==> config.mk <==
export PLATFORM = sky130hd
export DESIGN_NAME = s2p_fifo_param
export DESIGN_NICKNAME = d
export VERILOG_FILES = /design/src/rtl/s2p_fifo_pkg.sv /design/src/rtl/s2p_fifo_mem.sv /design/src/rtl/s2p_fifo_param.sv
export SDC_FILE = /design/constraint.sdc
export NUM_CORES = 2
export LEC_CHECK = 0
export CORE_MARGIN = 2
export CORE_UTILIZATION = 45
export CTS_CLUSTER_DIAMETER = 120
export DETAILED_ROUTE_END_ITERATION = 10
export PLACE_DENSITY_LB_ADDON = 0.05
export SYNTH_ARGS = -nofsm -noshare
export SYNTH_HDL_FRONTEND = slang
export SYNTH_SLANG_ARGS = --single-unit
==> constraint.sdc <==
create_clock -name clk -period 7.6 [get_ports clk]
set_input_delay 0.76 -clock clk [delete_from_list [all_inputs] [get_ports clk]]
set_output_delay 0.76 -clock clk [all_outputs]
set_load 0.1 [all_outputs]
==> src/rtl/s2p_fifo_pkg.sv <==
// s2p_fifo_pkg: sizing helpers and the stored entry layout shared by the
// serial-to-parallel FIFO top level and its storage core.
package s2p_fifo_pkg;

   // Entry layout at the default word width; the top level declares the same
   // {last, data} shape at its configured WORD_W.
   localparam int ENTRY_WORD_W = 8;

   typedef struct packed {
      logic                    last;
      logic [ENTRY_WORD_W-1:0] data;
   } fifo_entry_t;

   function automatic int clog2(input int value);
      int r;
      int v;
      r = 0;
      v = value - 1;
      while (v > 0) begin
         r = r + 1;
         v = v >> 1;
      end
      return r;
   endfunction

   function automatic int level_w(input int depth);
      return clog2(depth + 1);
   endfunction

   function automatic int ptr_w(input int depth);
      return (clog2(depth) < 1) ? 1 : clog2(depth);
   endfunction

endpackage

==> src/rtl/s2p_fifo_mem.sv <==
// s2p_fifo_mem: DEPTH-entry first-word-fall-through store with explicit pointer
// wrap and a level counter. S2P_FIFO_ALMOST_FLAGS_EN exposes the next-state level.
module s2p_fifo_mem
   import s2p_fifo_pkg::*;
#(
   parameter  int WIDTH   = 9,
   parameter  int DEPTH   = 200,
   localparam int PTR_W   = ptr_w(DEPTH),
   localparam int LEVEL_W = level_w(DEPTH)
) (
   input  logic               clk,
   input  logic               reset_n,
   input  logic               push,
   input  logic [WIDTH-1:0]   din,
   input  logic               pop,
   output logic [WIDTH-1:0]   dout,
   output logic [LEVEL_W-1:0] level,
   output logic               empty,
   output logic               full,
   output logic               drop
`ifdef S2P_FIFO_ALMOST_FLAGS_EN
   ,
   output logic [LEVEL_W-1:0] level_nxt
`endif
);

   logic [WIDTH-1:0]   mem [DEPTH];
   logic [PTR_W-1:0]   wr_ptr;
   logic [PTR_W-1:0]   rd_ptr;
   logic [LEVEL_W-1:0] level_d;
   logic               do_push;
   logic               do_pop;

   // DEPTH need not be a power of two, so the wrap is a compare, not a mask.
   function automatic logic [PTR_W-1:0] ptr_inc(input logic [PTR_W-1:0] p);
      return (p == PTR_W'(DEPTH - 1)) ? '0 : p + PTR_W'(1);
   endfunction

   assign empty   = (level == '0);
   assign full    = (level == LEVEL_W'(DEPTH));
   assign do_pop  = pop && !empty;
   assign do_push = push && (!full || do_pop);
   assign drop    = push && !do_push;
   assign dout    = empty ? '0 : mem[rd_ptr];

`ifdef S2P_FIFO_ALMOST_FLAGS_EN
   assign level_nxt = level_d;
`endif

   always_comb begin
      level_d = level;
      if (do_push && !do_pop) begin
         level_d = level + LEVEL_W'(1);
      end else if (do_pop && !do_push) begin
         level_d = level - LEVEL_W'(1);
      end
   end

   always_ff @(posedge clk or negedge reset_n) begin
      if (!reset_n) begin
         wr_ptr <= '0;
         rd_ptr <= '0;
         level  <= '0;
      end else begin
         if (do_push) wr_ptr <= ptr_inc(wr_ptr);
         if (do_pop)  rd_ptr <= ptr_inc(rd_ptr);
         level <= level_d;
      end
   end

   always_ff @(posedge clk) begin
      if (do_push) mem[wr_ptr] <= din;
   end

endmodule

==> src/rtl/s2p_fifo_param.sv <==
// s2p_fifo_param: packs a valid-qualified serial stream into WORD_W-bit words and
// queues them with a frame-last tag. Define S2P_FIFO_ALMOST_FLAGS_EN for almost_full/almost_empty.
module s2p_fifo_param
   import s2p_fifo_pkg::*;
#(
   parameter  int WORD_W    = 8,
   parameter  int DEPTH     = 200,
   parameter  bit MSB_FIRST = 1'b1,
`ifdef S2P_FIFO_ALMOST_FLAGS_EN
   parameter  int AF_THRESH = DEPTH - 4,
   parameter  int AE_THRESH = 4,
`endif
   localparam int LEVEL_W   = level_w(DEPTH)
) (
   input  logic               clk,
   input  logic               reset_n,
   input  logic               serial_in,
   input  logic               serial_valid,
   input  logic               serial_last,
   output logic [WORD_W-1:0]  out_data,
   output logic               out_last,
   output logic               out_valid,
   input  logic               out_ready,
   output logic               empty,
   output logic               full,
   output logic [LEVEL_W-1:0] level,
   output logic               overflow,
   input  logic               overflow_clr
`ifdef S2P_FIFO_ALMOST_FLAGS_EN
   ,
   output logic               almost_full,
   output logic               almost_empty
`endif
);

   localparam int BCNT_W = clog2(WORD_W);

   typedef struct packed {
      logic              last;
      logic [WORD_W-1:0] data;
   } entry_t;

   logic [BCNT_W-1:0] bit_cnt_p0;
   logic [WORD_W-1:0] shift_p0;
   logic [BCNT_W-1:0] bit_pos;
   logic [WORD_W-1:0] word_p0;
   logic              word_vld_p0;
   entry_t            word_entry;
   entry_t            head;
   logic              drop;
`ifdef S2P_FIFO_ALMOST_FLAGS_EN
   logic [LEVEL_W-1:0] level_nxt;
`endif

   // Packer: the shift register holds only the bits received so far, zeros
   // elsewhere, so a frame-end flush is already zero-padded.
   always_comb begin
      bit_pos     = MSB_FIRST ? (BCNT_W'(WORD_W - 1) - bit_cnt_p0) : bit_cnt_p0;
      word_p0     = shift_p0;
      word_p0[bit_pos] = serial_in;
      word_vld_p0 = serial_valid && ((bit_cnt_p0 == BCNT_W'(WORD_W - 1)) || serial_last);
      word_entry  = '{last: serial_last, data: word_p0};
   end

   always_ff @(posedge clk or negedge reset_n) begin
      if (!reset_n) begin
         bit_cnt_p0 <= '0;
         shift_p0   <= '0;
      end else if (serial_valid) begin
         if (word_vld_p0) begin
            bit_cnt_p0 <= '0;
            shift_p0   <= '0;
         end else begin
            bit_cnt_p0 <= bit_cnt_p0 + BCNT_W'(1);
            shift_p0   <= word_p0;
         end
      end
   end

   // Storage: a completed word is written on the edge that completes it.
   s2p_fifo_mem #(
      .WIDTH ($bits(entry_t)),
      .DEPTH (DEPTH)
   ) u_mem (
      .clk       (clk),
      .reset_n   (reset_n),
      .push      (word_vld_p0),
      .din       (word_entry),
      .pop       (out_ready),
      .dout      (head),
      .level     (level),
      .empty     (empty),
      .full      (full),
      .drop      (drop)
`ifdef S2P_FIFO_ALMOST_FLAGS_EN
      ,
      .level_nxt (level_nxt)
`endif
   );

   assign out_data  = head.data;
   assign out_last  = head.last;
   assign out_valid = !empty;

   // A drop in the same cycle as a clear leaves the flag set.
   always_ff @(posedge clk or negedge reset_n) begin
      if (!reset_n) begin
         overflow <= 1'b0;
      end else if (drop) begin
         overflow <= 1'b1;
      end else if (overflow_clr) begin
         overflow <= 1'b0;
      end
   end

`ifdef S2P_FIFO_ALMOST_FLAGS_EN
   always_ff @(posedge clk or negedge reset_n) begin
      if (!reset_n) begin
         almost_full  <= 1'b0;
         almost_empty <= 1'b1;
      end else begin
         almost_full  <= (level_nxt >= LEVEL_W'(AF_THRESH));
         almost_empty <= (level_nxt <= LEVEL_W'(AE_THRESH));
      end
   end
`endif

endmodule

==> reports/metrics.cfg <==
[run_status]
outcome = finished, final reports clean

[place]
place_ws_ns = 1.122
finalWeightedCongestion = 0.8561
dp_hpwl_um = 129100
dp.cells = 5640
port_buffers = 27

[yosys]
syn_area_mm2 = 0.07250
ys_warn_count = 0
synth_top_family_by_area = multiplexers
synth.largest_area_cell = edfxtp_1
yosysSeqAreaShare_pct = 75.80
synth_mux_area_share_pct = 14.62
synth_edf_count = 1800
synth-compound-area-share_pct = 3.833
ys_ff_latch = 1836
synth_area_per_cell_um2 = 20.35
yosys-top-cells-count = 1800 x edfxtp_1, 323 x mux4_2, 242 x nor2_1
yosys.cell_count.top_type = edfxtp_1
synth_cell_types = 77
syn-num-nets = 3584
synth_ff_type = edfxtp_1
yosys.area_share.simple_pct = 2.998
synth_cells = 3562
synthAdderAreaFrac_pct = 0.2692
ys_async_sr_fraction_pct = 1.961
synthTopCellsByArea = edfxtp_1 75%, mux4_2 10%, mux2i_1 2.6%, mux4_1 1.7%, nor2_1 1.3%
synth_xor_area_share_pct = 0.1812
synth_top_area_share_pct = 74.56

[power]
p_leak_nw = 25.90
vdd_drop_max_mv = 0.4813
powerDensity_mw_per_mm2 = 374.5

[cts]
cts_hold_buf = 0
clk_pin_slew_ns = 0.06
cts_tree = done
clockBufferDepth = 3
cts_root_buf = clkbuf_16
post_cts.repair.setup_buffers = 0
cts_sinks = 1836
cts_inserted_buffers = 188
cts_resized = 0
insertion_delay_ns = 0.83
htree_levels = 4

[critical_path]
startpoint = u_mem.rd_ptr[1]
r2r_cells = 7
regToRegSetupSlack_ns = 2.53
critical_path_arrival_ns = 6.69
crit_fanout = 38
rr_startpoint = bit_cnt_p0[0]
cp-end-kind = output port
critPathKind = reg -> out
cp.required_ns = 6.84
reg2reg_to = u_mem.mem[153][6]
startpoint_type = flop

[layout]
nets = 3692
fin_util_pct = 50.50
instances_no_fill = 5984
drive_gt1_share_pct = 19.96
area_growth_pct = 11.59

[job]
max_cap_viol_count = 0

[sta]
finalSetupTns_ns = 0
layout_min_cycle_time_ns = 7.452
clock_skew_ns = 0.02381
drv_slew = 0
max_freq_ghz = 0.1342
relSlewSlack_pct = 13.53
hold_violations = 0
setup_slack_ns = 0.1483
final_min_period_over_clock_period_pct = 98.05
worst_pin_slew_ns = 1.297
timing.hold.ws_ns = 0.09770
rsz0062_at_grt = no
finalSetupViolCount = 0

[floorplanning]
io_pins = 28
die_y_um = 405.4
initial_core_util_pct = 45.25
core-area_mm2 = 0.1602
rows = 147
die_w_um = 405.4
die_area_mm2 = 0.1643

[routing]
drc = 0
routed_wl_um = 210000
drt_iter0_markers = 4594
drt-vias-per-instance = 6.135
ant_nets = 0
drt-wirelength-per-cell_um = 35.10
drt_first_pass_iters = 5
dr_total_vias = 36714

[worst_hold_path]
hold_class = in -> async

[grt]
overflow = 0
grt_pass1_wl_um = 293000
grt_pass1_vias = 36998
antenna_found_initial = 7
grt_max_degree = 139
grt_usage_pct = 25.75

[critical path, stage by stage, from the launching register on]
cell             delay (ns)
dfrtp_4                0.98
clkinv_1               1.18
nand2_1                0.97
o221ai_1               0.20
nand3_1                0.12
nor4_1                 0.11
o32ai_1                0.91
clkdlybuf4s50_1        1.30
[report_power, final]
part / switching, mW / internal, mW / total [mW] / leakage [nW]
Combinational: 6.34 / 3.36 / 9.70 / 6.03
Clock: 3.88 / 4.99 / 8.87 / 2.87
Sequential: 0.389 / 11.3 / 11.7 / 17.0
[worst max-delay path by stage]
stage / to / slack [ns] / depth (start not counted)
after global placement: out_data[0] / 1.14 / 9
after CTS: out_data[0] / 0.22 / 9
final: out_last / 0.15 / 7
after detailed placement: out_data[0] / 1.12 / 9
after global routing: out_data[0] / 0.22 / 9
after floorplan: out_data[1] / 2.01 / 6
[per-stage QoR]
step / instance area (um^2) / power (mW)
global placement: 75030 / 21.60
finish: 80900 / 30.29
global route: 80900 / 31.15
floorplan: 72500 / 17.91
CTS: 80900 / 30.48
detailed placement: 75030 / 21.65
[per-layer routing]
metal / vias to the layer above / share of wire, % / GRT usage, %
li1: 15022 / - / -
met1: 19826 / 42 / 35.93
met2: 1552 / 49 / 41.87
met3: 310 / 7.2 / 4.821
met4: 4 / 2.5 / 6.743
met5: - / 0.011 / 0
[cell type report]
cell class,count,area (um^2)
diodes,1,2.502
clock buffers,230,4935
clock inverters,113,933.4
fillers,12758,79300
inverters,16,76.32
multi-input cells,1497,16100
flip-flops and latches,1836,54970
well taps,2160,2703
repair buffers,131,1187
[cell families (layout without fill, tap and decap cells)]
family	count (synthesis)	after routing
flip-flops	1836	1836
multiplexers	575	575
AND/OR/NAND/NOR	503	503
AO/OA/AOI/OAI	389	389
buffers and inverters	229	490
adder cells (fa/ha/maj)	15	15
XOR/XNOR	15	15
other	0	1
[state kept, by name, summed over array words and instances, names as in the netlist]
register      cells
bit_cnt_p0        3
overflow          1
shift_p0          8
u_mem.level       8
u_mem.mem      1800
u_mem.rd_ptr      8
u_mem.wr_ptr      8
[cell usage in the layout (no fill, tap or decap), types with 48 or more instances in the layout]
| cell type | n |
|---|---|
| nor2_1 | 240 |
| mux4_2 | 323 |
| mux4_1 | 48 |
| nand2_1 | 110 |
| clkbuf_16 | 190 |
| buf_4 | 96 |
| edfxtp_1 | 1800 |
| a22oi_1 | 86 |
| mux2i_1 | 187 |
| a21oi_1 | 76 |
Note: power is estimated with default switching activity, not from simulation.
